--- config.mk ---
export PLATFORM = sky130hd
export DESIGN_NAME = kb_mul3_restore_serial_flat
export DESIGN_NICKNAME = d
export VERILOG_FILES = /design/src/rtl/kb_div3_pkg.sv /design/src/rtl/kb_mul3_restore_serial_if.sv /design/src/rtl/kb_mul3_restore_serial_bit_slice.sv /design/src/rtl/kb_mul3_restore_serial.sv /design/src/flat_wrapper.sv
export SDC_FILE = /design/constraint.sdc
export NUM_CORES = 1
export LEC_CHECK = 0
export CORE_MARGIN = 2
export CORE_UTILIZATION = 30
export DETAILED_ROUTE_END_ITERATION = 7
export PLACE_DENSITY = 0.53
export SLEW_MARGIN = 20
export SYNTH_ARGS = -nofsm -noshare
export SYNTH_HDL_FRONTEND = slang
export SYNTH_SLANG_ARGS = --single-unit
--- constraint.sdc ---
create_clock -name sys_clock -period 5.1 [get_ports sys_clock]
set_input_delay 0.765 -clock sys_clock [delete_from_list [all_inputs] [get_ports sys_clock]]
set_output_delay 0.765 -clock sys_clock [all_outputs]
set_load 0.1 [all_outputs]
--- src/rtl/kb_div3_pkg.sv ---
// Shared definitions for the divide-by-3 / multiply-by-3 restore pair.
// Holds the FSM state type, the default word size and the remainder width.
package kb_div3_pkg;

    typedef enum logic {
        IDLE,
        SHIFT
    } kb_mul3_state_t;

    localparam int KB_DIV3_SIZE  = 20;
    localparam int KB_DIV3_REM_W = 2;

endpackage

--- src/rtl/kb_mul3_restore_serial_if.sv ---
// Load/result bundle for kb_mul3_restore_serial.
// The mismatch signal exists only when KB_MUL3_SELFCHECK_EN is defined.
interface kb_mul3_restore_serial_if
    import kb_div3_pkg::*;
#(
    parameter int SIZE = KB_DIV3_SIZE
);
    logic                     load_en;
    logic [SIZE-1:0]          quotient;
    logic [KB_DIV3_REM_W-1:0] reminder;
    logic [SIZE-1:0]          divident;
    logic                     busy;
    logic                     valid;
    logic                     overflow;
`ifdef KB_MUL3_SELFCHECK_EN
    logic                     mismatch;
`endif

    modport master (
        output load_en, quotient, reminder,
`ifdef KB_MUL3_SELFCHECK_EN
        input  mismatch,
`endif
        input  divident, busy, valid, overflow
    );

    modport slave (
        input  load_en, quotient, reminder,
`ifdef KB_MUL3_SELFCHECK_EN
        output mismatch,
`endif
        output divident, busy, valid, overflow
    );

endinterface

--- src/rtl/kb_mul3_restore_serial_bit_slice.sv ---
// One serial step of 3*q + r: adds the current bit, the previous bit (the 2*q
// term) and the running carry, producing one result bit and the next carry.
module kb_mul3_bit_slice
    import kb_div3_pkg::*;
(
    input  logic                     b,
    input  logic                     prev_bit,
    input  logic [KB_DIV3_REM_W-1:0] carry,
    output logic                     out_bit,
    output logic [KB_DIV3_REM_W-1:0] carry_next
);
    logic [2:0] sum;

    assign sum        = {2'b00, b} + {2'b00, prev_bit} + {1'b0, carry};
    assign out_bit    = sum[0];
    assign carry_next = sum[2:1];

endmodule

--- src/rtl/kb_mul3_restore_serial.sv ---
// Bit-serial divident = 3*quotient + reminder, LSB first, SIZE cycles per word.
// Optional KB_MUL3_SELFCHECK_EN adds a parallel reference and a mismatch flag.
module kb_mul3_restore_serial
    import kb_div3_pkg::*;
#(
    parameter int SIZE = KB_DIV3_SIZE
) (
    input  logic                     sys_clock,
    input  logic                     reset,
    kb_mul3_restore_serial_if.slave  bus
);
    localparam int CNT_W = $clog2(SIZE);

    kb_mul3_state_t           state_reg, state_next;
    logic [SIZE-1:0]          operand_reg;
    logic [SIZE-1:0]          result_reg;
    logic [SIZE-1:0]          divident_reg;
    logic [KB_DIV3_REM_W-1:0] carry_reg;
    logic                     prev_bit_reg;
    logic [CNT_W-1:0]         bit_cnt_reg;
    logic                     valid_reg;
    logic                     overflow_reg;

    logic                     out_bit;
    logic [KB_DIV3_REM_W-1:0] carry_next;
    logic [1:0]               high_bits;
    logic [SIZE-1:0]          result_shifted;
    logic                     last_bit;
    logic                     load_accept;
    logic                     finish;

    kb_mul3_bit_slice u_slice (
        .b          (operand_reg[0]),
        .prev_bit   (prev_bit_reg),
        .carry      (carry_reg),
        .out_bit    (out_bit),
        .carry_next (carry_next)
    );

    assign last_bit       = (bit_cnt_reg == CNT_W'(SIZE - 1));
    assign result_shifted = {out_bit, result_reg[SIZE-1:1]};
    // Bits above SIZE: the final operand bit still owed to the 2*q term, plus carry.
    assign high_bits      = {1'b0, operand_reg[0]} + carry_next;

    always_ff @(posedge sys_clock) begin
        if (reset) state_reg <= IDLE;
        else       state_reg <= state_next;
    end

    always_comb begin
        state_next  = state_reg;
        load_accept = 1'b0;
        finish      = 1'b0;
        case (state_reg)
            IDLE: begin
                if (bus.load_en) begin
                    load_accept = 1'b1;
                    state_next  = SHIFT;
                end
            end
            SHIFT: begin
                if (last_bit) begin
                    finish     = 1'b1;
                    state_next = IDLE;
                end
            end
            default: state_next = IDLE;
        endcase
    end

    always_ff @(posedge sys_clock) begin
        if (reset) begin
            operand_reg  <= '0;
            result_reg   <= '0;
            divident_reg <= '0;
            carry_reg    <= '0;
            prev_bit_reg <= 1'b0;
            bit_cnt_reg  <= '0;
            valid_reg    <= 1'b0;
            overflow_reg <= 1'b0;
        end else begin
            valid_reg <= finish;
            if (load_accept) begin
                operand_reg  <= bus.quotient;
                carry_reg    <= bus.reminder;
                prev_bit_reg <= 1'b0;
                bit_cnt_reg  <= '0;
                result_reg   <= '0;
            end else if (state_reg == SHIFT) begin
                operand_reg  <= operand_reg >> 1;
                result_reg   <= result_shifted;
                carry_reg    <= carry_next;
                prev_bit_reg <= operand_reg[0];
                bit_cnt_reg  <= bit_cnt_reg + 1'b1;
            end
            if (finish) begin
                divident_reg <= result_shifted;
                overflow_reg <= |high_bits;
            end
        end
    end

    assign bus.divident = divident_reg;
    assign bus.busy     = (state_reg == SHIFT);
    assign bus.valid    = valid_reg;
    assign bus.overflow = overflow_reg;

`ifdef KB_MUL3_SELFCHECK_EN
    logic [SIZE+1:0] ref_reg;
    logic            mismatch_reg;

    always_ff @(posedge sys_clock) begin
        if (reset) begin
            ref_reg      <= '0;
            mismatch_reg <= 1'b0;
        end else begin
            if (load_accept)
                ref_reg <= {1'b0, bus.quotient, 1'b0} + {2'b00, bus.quotient}
                         + {{SIZE{1'b0}}, bus.reminder};
            if (finish)
                mismatch_reg <= ({high_bits, result_shifted} != ref_reg);
        end
    end

    assign bus.mismatch = mismatch_reg;

    a_no_mismatch : assert property (@(posedge sys_clock) disable iff (reset) !mismatch_reg);
`endif

endmodule

--- src/flat_wrapper.sv ---
// flat-port wrapper written by rule: the top's interface ports become plain ports
module kb_mul3_restore_serial_flat import kb_div3_pkg::*;
#(
    parameter int SIZE = KB_DIV3_SIZE
)
  (sys_clock, reset, bus_load_en, bus_quotient, bus_reminder, bus_divident, bus_busy, bus_valid, bus_overflow);
  kb_mul3_restore_serial_if #(.SIZE(SIZE)) bus_i ();
  input  logic sys_clock;
  input  logic reset;
  input wire logic [$bits(bus_i.load_en)-1:0] bus_load_en;
  input wire logic [$bits(bus_i.quotient)-1:0] bus_quotient;
  input wire logic [$bits(bus_i.reminder)-1:0] bus_reminder;
  output wire logic [$bits(bus_i.divident)-1:0] bus_divident;
  output wire logic [$bits(bus_i.busy)-1:0] bus_busy;
  output wire logic [$bits(bus_i.valid)-1:0] bus_valid;
  output wire logic [$bits(bus_i.overflow)-1:0] bus_overflow;
  assign bus_i.load_en = bus_load_en;
  assign bus_i.quotient = bus_quotient;
  assign bus_i.reminder = bus_reminder;
  assign bus_divident = bus_i.divident;
  assign bus_busy = bus_i.busy;
  assign bus_valid = bus_i.valid;
  assign bus_overflow = bus_i.overflow;
  kb_mul3_restore_serial #(.SIZE(SIZE)) u_core (.sys_clock(sys_clock), .reset(reset), .bus(bus_i));
endmodule
==> key figures <==
Status
  – Status: finished, final reports clean

Layout
  – Share of layout cells above drive strength 1: 0.141
  – Layout Cells excl Fill: 419
  – ANT cells: 0
  – # nets final: 336
  – Layout area overhead: 26.6%
  – Fillers: 877

Drt
  – Vias per cell: 4.58
  – DRT iter0 DRCs: 67
  – Via count: about 1,900
  – Post-route ant nets: 0
  – DR DRC count: 0
  – Total Wirelength: 5.37 mm
  – Drt pass-1 iters: 4
  – Avg WL per Cell: approximately 13 um

Power and ir drop
  – Lkg Pwr: 1.32 nW
  – P_sw: 260 uW
  – Power Total: approximately 1.1 mW
  – Cell Int Power: 859 uW
  – Cell area power density: 325 nW/um^2
  – Sw Share: 0.232
  – Comb power frac: 0.084
  – Clock power share: 0.411
  – Reg power frac: 0.505
  – Worst VDD drop: 159 uV

Synth
  – Asr flop ratio synth: 0
  – Number of enable flip-flop cells after synthesis: 0
  – Syn Inst Count: ~260
  – Largest cells by area after synthesis: dfxtp_1 (51%), mux2_2 (8.7%), mux2i_1 (8.1%)
  – Seq/Total Area, Yosys: 0.515
  – Flops & latches, synth: 70
  – Dominant cell type by area after synthesis: dfxtp_1
  – Post-synthesis cell type count: 25
  – Top cells by count, synth: dfxtp_1 (70), nand2_1 (43), nor2_1 (25)
  – Ys flop type: dfxtp_1
  – Yosys warns: 0
  – Top-count cell post-synth: dfxtp_1
  – Top cell type's share of synthesized area: 0.515
  – Synthesized area: 2720 sq um
  – Mapped Nets: between 200 and 300
  – Syn Area/Cell: 10.3 sq um

Global routing
  – GRT Total Usage: 0.114
  – Initial antenna violation count: 0
  – Global-route wire length before repair: 8.96 mm
  – Congestion Overflow GR: 0
  – Largest net degree at the start of global routing: 51
  – Vias in the first global route: around 1,900

Place
  – IO Port Bufs: 47
  – Placed cell count: a little over 400
  – Post-place setup slack: 2.20 ns
  – Dpl hpwl: about 3.3 mm
  – GP Congestion: a little under 0.7

Floorplanning
  – Io pins: 48
  – Initial Util: 0.311
  – Row count: 34
  – Die X: a little under 100 um
  – Core Region: between 8000 and 9000 sq um
  – Die area: 9850 sq um
  – Die height: 99.3 um

Worst setup path
  – WP buf/inv: 1
  – CP endpoint kind: output pin
  – Reg2reg setup slack: 2.88 ns
  – Max incr delay on CP: around 1.2 ns
  – Crit path depth: 1
  – CP Class: reg2out
  – CP required: 4.34 ns
  – Worst r2r path cells: 4
  – Worst endpoint data arrival time: ~1.8 ns
  – Largest fanout on the critical path: 2
  – CP Cell Sequence: clkdlybuf4s50_1
  – CP Launch Type: register
  – CP top delay family: buffers and inverters
  – Slowest-stage cell, CP: clkdlybuf4s50_1

CTS
  – Clock Tree Buf Depth: 2
  – Cts repair resizes: 0
  – CTS Hold Buffers Added: 0
  – Clock latency on the worst-skew pair: 0.33 ns
  – Root buf cell: clkbuf_8
  – Clk slew on worst S/H paths: 0.08 ns
  – H-tree depth: 3
  – CTS tree: done
  – Post-CTS setup repair buffer count: 0
  – Num CTS Buffers: 9
  – Clock sinks: 70

Timing
  – Slew HR: 0.333
  – Fmax: roughly 380 MHz
  – Worst slew pin tran: 0.997 ns
  – Final Skew: 0.00768 ns
  – RSZ-0062 raised after global routing: no
  – Minimum clock period: between 2 and 3 ns
  – Max-slew violation count: 0
  – Setup TNS: 0 ns
  – Post-route clock period utilization: 0.512
  – Setup violators final: 0
  – Final worst slack: around 2.5 ns
  – Final Hold Viols: 0

Min path
  – Tightest Hold Check Type: reg2reg
  – Hold Path Depth: 2

Run
  – Max cap viols: 0
final timing paths:
path	from	end
max reg2reg	u_core.bus.busy	u_core.result_reg[16]
min	u_core.operand_reg[11]	u_core.operand_reg[10]
min reg2reg	u_core.operand_reg[11]	u_core.operand_reg[10]
max	u_core.bus.overflow	bus_overflow
routing by layer:
layer	vias up	GRT usage	wire length, um
met5	-	0	0
met4	0	0.0348	30
met3	2	0.0450	232
met2	41	0.163	2210
met1	883	0.158	2890
li1	992	-	-
metrics by stage:
step                      hold slack [ns]  area [sq um]   util
after global placement              0.443          3240  0.370
final                               0.460          3450  0.393
after global routing                0.486          3450  0.393
after detailed placement            0.451          3240  0.370
after CTS                           0.461          3450  0.393
after floorplan                     0.438          2720      -
power groups by stage:
stage	Sequential [mW]	Clock (mW)	Combinational [mW]
global route	0.567	0.498	0.104
detailed placement	0.578	0	0.0948
floorplan	0.581	0	0.0647
global placement	0.578	0	0.0945
finish	0.565	0.459	0.0940
CTS	0.566	0.471	0.0954
cell type report:
cell class                 count  area [sq um]  area share
tap                          108           135      0.0392
clock buffer                  11           151      0.0439
inverter                       2          7.51     0.00218
clock inverter                 5          56.3      0.0163
timing repair buffer          51           500       0.145
multi-input combinational    172          1190       0.346
sequential                    70          1400       0.407
cell families after synthesis:
group,Yosys count,share of synthesized area
compound gates,45,0.115
flops,70,0.515
simple gates,74,0.114
mux,43,0.168
buf+inv,22,0.0469
fa+ha+maj,5,0.0257
xor+xnor,5,0.0161
layout by cell type, fill, tap and decap left out, drive strengths merged:
cell type / Yosys / layout
buf: 17 / 4
nand2: 43 / 43
xnor2: 2 / 2
fa: 1 / 1
nand2b: 1 / 1
clkinvlp: 0 / 1
mux2: 21 / 21
a21o: 1 / 1
nor3: 1 / 1
o31a: 1 / 1
nor4: 1 / 1
a21oi: 21 / 21
dfxtp: 70 / 70
inv: 2 / 3
xor2: 3 / 3
clkinv: 0 / 2
mux2i: 22 / 22
nor2: 25 / 25
o21a: 1 / 1
clkbuf: 3 / 11
nand4: 2 / 2
a22o: 21 / 21
bufinv: 0 / 1
clkdlybuf4s50: 0 / 47
ha: 4 / 4
nand3: 1 / 1
No activity file was read; power rests on OpenSTA's default activity.
